### config.mk
export PLATFORM = sky130hd
export DESIGN_NAME = ws2812_frame_driver
export DESIGN_NICKNAME = d
export VERILOG_FILES = /design/src/rtl/ws2812_frame_driver.sv
export SDC_FILE = /design/constraint.sdc
export NUM_CORES = 2
export LEC_CHECK = 0
export ABC_AREA = 0
export ABC_CLOCK_PERIOD_IN_PS = 11470
export CORE_MARGIN = 10
export CORE_UTILIZATION = 30
export DETAILED_ROUTE_END_ITERATION = 8
export PLACE_DENSITY = 0.43
export SLEW_MARGIN = 30
export SYNTH_ARGS = -nofsm -noshare
export SYNTH_HDL_FRONTEND = slang
export SYNTH_SLANG_ARGS = --single-unit
### constraint.sdc
create_clock -name clk -period 11.47 [get_ports clk]
set_clock_uncertainty 0.15 [all_clocks]
set_input_delay 2.294 -clock clk [delete_from_list [all_inputs] [get_ports clk]]
set_output_delay 2.294 -clock clk [all_outputs]
set_load 0.1 [all_outputs]
### src/rtl/ws2812_frame_driver.sv
`default_nettype none
// ============================================================================
// Module   : ws2812_frame_driver
// Brief    : WS2812 chain driver with host-written GRB buffer, triggered frames
//            and per-frame global brightness scaling.
// Revision : 1.0  initial release
// ============================================================================
module ws2812_frame_driver #(
    parameter int CLK_FRE  = 50_000_000,
    parameter int LED_NUM  = 64,
    parameter int T0H_NS   = 400,
    parameter int T0L_NS   = 850,
    parameter int T1H_NS   = 800,
    parameter int T1L_NS   = 450,
    parameter int RESET_US = 300,
    parameter int ADDR_W   = (LED_NUM > 1) ? $clog2(LED_NUM) : 1
) (
    input  logic              clk,
    input  logic              rst,
    input  logic              wr_en,
    input  logic [ADDR_W-1:0] wr_addr,
    input  logic [23:0]       wr_data,
    input  logic [7:0]        brightness,
    input  logic              start,
    output logic              busy,
    output logic              done,
    output logic              ws2812_di
);
    function automatic int at_least_one(input int v);
        return (v < 1) ? 1 : v;
    endfunction

    function automatic int max2(input int a, input int b);
        return (a > b) ? a : b;
    endfunction

    function automatic logic [7:0] scale8(input logic [7:0] c, input logic [7:0] b);
        logic [15:0] prod;
        prod = 16'(c) * 16'({1'b0, b} + 9'd1);
        return prod[15:8];
    endfunction

    localparam int c_MHZ   = CLK_FRE / 1_000_000;
    localparam int c_T0H   = at_least_one(c_MHZ * T0H_NS / 1000);
    localparam int c_T0L   = at_least_one(c_MHZ * T0L_NS / 1000);
    localparam int c_T1H   = at_least_one(c_MHZ * T1H_NS / 1000);
    localparam int c_T1L   = at_least_one(c_MHZ * T1L_NS / 1000);
    localparam int c_RST   = at_least_one(c_MHZ * RESET_US);
    localparam int c_MAX   = max2(max2(max2(c_T0H, c_T0L), max2(c_T1H, c_T1L)), c_RST);
    // One shared duration counter, sized for the longest interval it must reach.
    localparam int c_CNT_W = $clog2(c_MAX + 1);

    localparam logic [c_CNT_W-1:0] c_T0H_L = c_CNT_W'(c_T0H - 1);
    localparam logic [c_CNT_W-1:0] c_T0L_L = c_CNT_W'(c_T0L - 1);
    localparam logic [c_CNT_W-1:0] c_T1H_L = c_CNT_W'(c_T1H - 1);
    localparam logic [c_CNT_W-1:0] c_T1L_L = c_CNT_W'(c_T1L - 1);
    localparam logic [c_CNT_W-1:0] c_RST_L = c_CNT_W'(c_RST - 1);
    localparam logic [ADDR_W-1:0]  c_LAST_IDX = ADDR_W'(LED_NUM - 1);
    localparam logic [ADDR_W:0]    c_DEPTH    = (ADDR_W + 1)'(LED_NUM);

    localparam logic [2:0] c_IDLE  = 3'd0;
    localparam logic [2:0] c_LOAD  = 3'd1;
    localparam logic [2:0] c_HIGH  = 3'd2;
    localparam logic [2:0] c_LOW   = 3'd3;
    localparam logic [2:0] c_LATCH = 3'd4;

    logic [2:0]         r_state;
    logic [2:0]         w_next;
    logic [c_CNT_W-1:0] r_cnt;
    logic [ADDR_W-1:0]  r_idx;
    logic [4:0]         r_bit;
    logic [23:0]        r_word;
    logic [7:0]         r_bright;
    logic [23:0]        mem [LED_NUM];
    logic [23:0]        w_pix;
    logic [23:0]        w_load_word;
    logic [c_CNT_W-1:0] w_hi_last;
    logic [c_CNT_W-1:0] w_lo_last;

    // No reset on the buffer so it can map onto block RAM.
    always_ff @(posedge clk) begin
        if (wr_en && ({1'b0, wr_addr} < c_DEPTH)) begin
            mem[wr_addr] <= wr_data;
        end
    end

    assign w_pix       = mem[r_idx];
    assign w_load_word = {scale8(w_pix[23:16], r_bright),
                          scale8(w_pix[15:8],  r_bright),
                          scale8(w_pix[7:0],   r_bright)};
    assign w_hi_last   = r_word[23] ? c_T1H_L : c_T0H_L;
    assign w_lo_last   = r_word[23] ? c_T1L_L : c_T0L_L;

    always_ff @(posedge clk) begin
        if (rst) begin
            r_state <= c_IDLE;
        end else begin
            r_state <= w_next;
        end
    end

    always_comb begin
        w_next = r_state;
        case (r_state)
            c_IDLE:  if (start) w_next = c_LOAD;
            c_LOAD:  w_next = c_HIGH;
            c_HIGH:  if (r_cnt == w_hi_last) w_next = c_LOW;
            c_LOW: begin
                if (r_cnt == w_lo_last) begin
                    if (r_bit != 5'd23)           w_next = c_HIGH;
                    else if (r_idx != c_LAST_IDX) w_next = c_LOAD;
                    else                          w_next = c_LATCH;
                end
            end
            c_LATCH: if (r_cnt == c_RST_L) w_next = c_IDLE;
            default: w_next = c_IDLE;
        endcase
    end

    always_comb begin
        busy      = (r_state != c_IDLE);
        ws2812_di = (r_state == c_HIGH);
        done      = (r_state == c_LATCH) && (r_cnt == c_RST_L);
    end

    // Counter restarts on every state change so each interval is timed from zero.
    always_ff @(posedge clk) begin
        if (rst) begin
            r_cnt    <= '0;
            r_idx    <= '0;
            r_bit    <= '0;
            r_word   <= '0;
            r_bright <= '0;
        end else begin
            r_cnt <= ((w_next != r_state) || (r_state == c_IDLE)) ? '0 : r_cnt + 1'b1;
            case (r_state)
                c_IDLE: begin
                    if (start) begin
                        r_bright <= brightness;
                        r_idx    <= '0;
                    end
                end
                c_LOAD: begin
                    r_word <= w_load_word;
                    r_bit  <= '0;
                end
                c_LOW: begin
                    if (r_cnt == w_lo_last) begin
                        r_word <= {r_word[22:0], 1'b0};
                        r_bit  <= r_bit + 5'd1;
                        if (w_next == c_LOAD) r_idx <= r_idx + 1'b1;
                    end
                end
                default: ;
            endcase
        end
    end
endmodule
`default_nettype wire

# After elaboration in Yosys (flattened, before gate mapping)
# Memory sizes are Yosys's and may differ from the RTL's. A register that Yosys moved wholly into a read port is not among the register bits.
# Index checks and enable logic that the tools add are counted.
# classes
n_addsub	4
mul	3
eq_ne	14
n_mux	21
n_reduce_logical	10
# op_table
op	count
one-hot mux 24 bit (2 select lines)	1
2-to-1 mux 6 bit	7
multiplier 8 x 16 -> 16 bit	2
== test 14 x 6 -> 1 bit	2
2-to-1 mux 24 bit	1
2-to-1 mux 3 bit	6
multiplier 8 x 9 -> 16 bit	1
one-hot mux 3 bit (5 select lines)	1
adder 14 x 1 -> 14 bit, second input constant	1
== test 14 bit, second input constant	1
one-hot mux 6 bit (2 select lines)	1
one-hot mux 5 bit (2 select lines)	1
adder 8 x 1 -> 9 bit, second input constant	1
adder 6 x 1 -> 6 bit, second input constant	1
== test 3 x 1 -> 1 bit, second input constant	2
== test 3 x 2 -> 1 bit, second input constant	2
inequality test 2 bit, second input constant	3
inequality test 6 bit, second input constant	1
adder 5 x 1 -> 5 bit, second input constant	1
2-to-1 mux 5 bit	1
inequality test 5 bit, second input constant	1
AND reduction 2 bit	2
AND reduction 4 bit	1
nonzero test 2 bit	2
8 further kinds	9
# word_totals
register_bits	60
ram_bits	1536
in_bits	42
out_inout_bits	3
elab_cells	59
n_memories	1
# mem_list
name	words	word_bits	rd	rd_clocked_by_memory_dff	wr	line_no	text
mem	64	24	1	1	1	74	logic [23:0] mem [LED_NUM];

# Depth between registers and ports, before layout
# depth
word_depth	11
ltp_mapped	31
ltp_nobuf	23

# Worst setup path after synthesis
# Ideal clock, no wire load.
# synth_path
path_kind	register to register
from	register with a tool-made name
to	register r_word[14]
setup_time_ps	112
arrival_time_ps	7163
required_time_ps	11208
slack_ps	4044
stages_incl_launch_ff	30
path_buffers	8
synth_period_minus_slack_ps	7426
cell_sequence	dfxtp_1 -> buf_6 -> buf_8 -> buf_6 -> buf_4 -> buf_4 -> buf_2 -> buf_2 -> buf_1 -> mux4_2 -> mux4_2 -> nand2_1 -> nand3_1 -> o21ai_1 -> nor2_1 -> fa_1 -> inv_1 -> fa_1 -> inv_1 -> fa_1 -> inv_1 -> fa_1 -> inv_1 -> ha_1 -> a21o_1 -> or3_1 -> o221a_4 -> o41ai_2 -> o21ai_0 -> a2111oi_1
# synth_rtl
element	line_no	text
end signal: assignment	144	r_word <= w_load_word;
end signal: assignment	149	r_word <= {r_word[22:0], 1'b0};
end: declaration	72	logic [23:0] r_word;

==> impl_metrics.csv <==
group,metric,value,unit
power,ir_drop,160,uV
sta,slew_headroom,0.324,
detailed_routing,drtIter0Drc,2926,
yosys,synth_area_per_cell,19.1,um^2
clock_network,root_buffer,"clkbuf_16",
clock_network,h-tree-depth,4,
sta,worstMarginPinSlew,1.01,ns
sta,period_needed,8.23,ns
global_routing,grt_pass1_vias,36100,
clock_network,cts_sinks,1602,
hold_path,hp-class,"register to register",
floorplan,core_area,227000,um^2
power,switchingPower,2.75,mW
setup_path,crit_type,"register to register",
clock_network,cts_resized,0,
sta,final.setup.worst_slack,3.24,ns
detailed_routing,ant_nets,0,
sta,fin_tns_setup,0,ns
sta,setup_violations,0,
detailed_routing,viasPerCell,4.95,
global_routing,grt_max_degree,82,
setup_path,critPathMaxFanout,23,
setup_path,startpoint_type,"register",
clock_network,cts_tree,"yes",
place,dp_hpwl,116000,um
global_routing,overflow,0,
power,power,12.4,mW
setup_path,arrival,8.76,ns
clock_network,clk_latency,0.83,ns
power,seq_power_share,0.521,
setup_path,worstPathRequired,12.00,ns
clock_network,clockBufferDepth,3,
place,dp_slack,3.11,ns
power,switching_share,0.221,
clock_network,numCtsBuffers,176,
yosys,synth_seq_cells,1602,
yosys,synth_warnings,0,
sta,hold_violations,0,
detailed_routing,drc,0,
global_routing,grt_antenna_before_repair,23,
global_routing,grt_pass1_wl,282000,um
detailed_routing,dr_total_vias,34200,
clock_network,cts_setup_buffers,0,
floorplan,die_h,497,um
setup_path,critPathCaptureType,"register",
clock_network,clk_pin_slew,0.06,ns
detailed_routing,drt_first_pass_iters,5,
yosys,synth_edf_count,1536,
power,p_per_area,158,nW/um^2
floorplan,io_pins,45,
yosys,synth_nets,3833,
floorplan,start_util,0.301,
power,clock_power_share,0.435,
cells_and_area,area_growth,15.2,%
detailed_routing,wl_per_cell,28.8,um
power,intPower,9.67,mW
yosys,synth_area,68300,um^2
hold_path,hp-start,"r_word[13]",
floorplan,die_x,497,um
power,combPwrFrac,0.044,
yosys,ys_types,79,
cells_and_area,fin_cells,6916,
yosys,syn_inst,3570,
sta,max_freq,121,MHz
sta,drv_slew,0,
place,dp.cells,6593,
yosys,synth_ff_type,"edfxtp_1",
sta,fin_crit_sh,0.718,
detailed_routing,drt_wl_total,199000,um
floorplan,die_area,247000,um^2
place,gp_congestion,0.768,
place,port_buffers,44,
outcome,run_status,"finished clean",
clock_network,cts_hold_buffers,0,
floorplan,num_rows,175,
power,leakage,24.9,nW
cells_and_area,nNetsFinal,4025,
job,drv_cap,0,
yosys,yosysSeqAreaShare,0.695,
cells_and_area,post_route_cells_drive_above_1_share,0.256,
sta,rsz0062_at_grt,"no",
yosys,synthArstFlopShare,0,
global_routing,grt_use_total,0.159,
==> final timing paths <==
check	cells after the start	slack, ns	to
hold reg to reg	2	0.32	r_word[13]
hold / removal	2	0.32	r_word[13]
setup reg to reg	22	3.24	r_word[14]
setup / recovery	22	3.24	r_word[14]
==> critical path, stage by stage, from the launching register on <==
cell and delay [ns]:
dfxtp_4 0.61, buf_4 0.49, buf_4 0.50, mux4_2 0.56, mux4_2 0.56, nor2_1 0.12
nor2_1 0.17, o21ai_1 0.60, or2_2 0.24, fa_1 0.44, fa_1 0.49, inv_1 0.05
fa_1 0.47, inv_1 0.05, fa_1 0.47, inv_1 0.04, ha_1 0.26, a21o_1 0.24
or3_1 0.36, o221a_4 0.24, o41ai_2 0.40, o21ai_0 0.13, a2111oi_1 0.39
==> state kept, by name (all words and copies together), names as in the netlist, named ones only <==
| signal | cells |
|---|---|
| r_state | 3 |
| r_bright | 8 |
| r_cnt | 14 |
| r_bit | 5 |
| r_idx | 6 |
| mem | 1536 |
| r_word | 24 |
==> kinds of logic after synthesis <==
family	count (synthesis)	synth area share
fa+ha+maj	221	0.0537
buf+inv	347	0.0236
simple gates	659	0.0445
mux	493	0.156
compound gates	195	0.0204
xor+xnor	53	0.00680
flops	1602	0.695
==> cell usage in the layout (no fill, tap or decap), types with 46 or more instances in the layout <==
| cell type | synthesis | layout |
|---|---|---|
| buf_4 | 20 | 136 |
| dfxtp_1 | 66 | 61 |
| nand2_1 | 133 | 133 |
| mux4_2 | 456 | 456 |
| nor2_1 | 290 | 226 |
| inv_1 | 175 | 175 |
| edfxtp_1 | 1536 | 1536 |
| clkbuf_16 | 0 | 176 |
| nor2_4 | 0 | 64 |
| clkbuf_1 | 66 | 46 |
| fa_1 | 120 | 120 |
| ha_1 | 101 | 101 |
==> metal layers <==
layer | vias to the layer above | wire (um) | track usage
met5 | - | 27 | 0
met4 | 4 | 4510 | 0.0398
met3 | 252 | 11200 | 0.0282
met2 | 846 | 97100 | 0.263
met1 | 18600 | 86600 | 0.216
li1 | 14600 | - | -
==> per-stage QoR <==
| stage | area, um^2 | util | hold WS [ns] |
|---|---|---|---|
| after global routing | 78600 | 0.346 | 0.334 |
| after CTS | 78600 | 0.346 | 0.319 |
| final | 78600 | 0.347 | 0.318 |
| after floorplan | 68300 | - | 0.293 |
| after global placement | 73100 | 0.322 | 0.305 |
| after detailed placement | 73200 | 0.322 | 0.312 |
==> power groups by stage <==
stage,Clock (mW),Combinational [mW],Sequential [mW]
floorplan,0,0.302,6.59
global placement,0,0.558,6.59
detailed placement,0,0.561,6.59
CTS,5.55,0.562,6.47
global route,5.80,0.619,6.47
finish,5.40,0.547,6.47
==> cell type report <==
| cell class | instances | area (um^2) |
|---|---|---|
| Timing Repair Buffer | 184 | 1490 |
| Inverter | 177 | 666 |
| Clock buffer | 226 | 4630 |
| Multi-Input combinational cell | 1621 | 19800 |
| Tap cell | 3009 | 3760 |
| Fill cell | 21500 | 148000 |
| Antenna cell | 7 | 17.5 |
| Sequential cell | 1602 | 47500 |
| Clock inverter | 90 | 806 |
==> synthesized netlist by cell type (13+ instances only) <==
| library cell | n | area share |
|---|---|---|
| nor2b_1 | 26 | 0.0024 |
| or2_2 | 31 | 0.0028 |
| nand2b_1 | 32 | 0.0029 |
| nand4_1 | 16 | 0.0015 |
| buf_6 | 13 | 0.0021 |
| nor3_1 | 23 | 0.0017 |
| buf_1 | 19 | 0.0010 |
| o21ai_0 | 28 | 0.0021 |
| nand3_1 | 43 | 0.0032 |
| ha_1 | 101 | 0.019 |
| edfxtp_1 | 1536 | 0.68 |
| and2_1 | 20 | 0.0018 |
| inv_1 | 175 | 0.0096 |
| nor2_1 | 290 | 0.016 |
| dfxtp_1 | 66 | 0.019 |
| buf_2 | 46 | 0.0034 |
| mux2i_1 | 30 | 0.0044 |
| buf_4 | 20 | 0.0022 |
| a21oi_1 | 44 | 0.0032 |
| a21o_1 | 14 | 0.0015 |
| fa_1 | 120 | 0.035 |
| xor2_1 | 24 | 0.0031 |
| clkbuf_1 | 66 | 0.0036 |
| nand2_1 | 133 | 0.0073 |
| mux4_2 | 456 | 0.15 |
| xnor2_1 | 29 | 0.0037 |
Power figures use the tool's default switching activity.
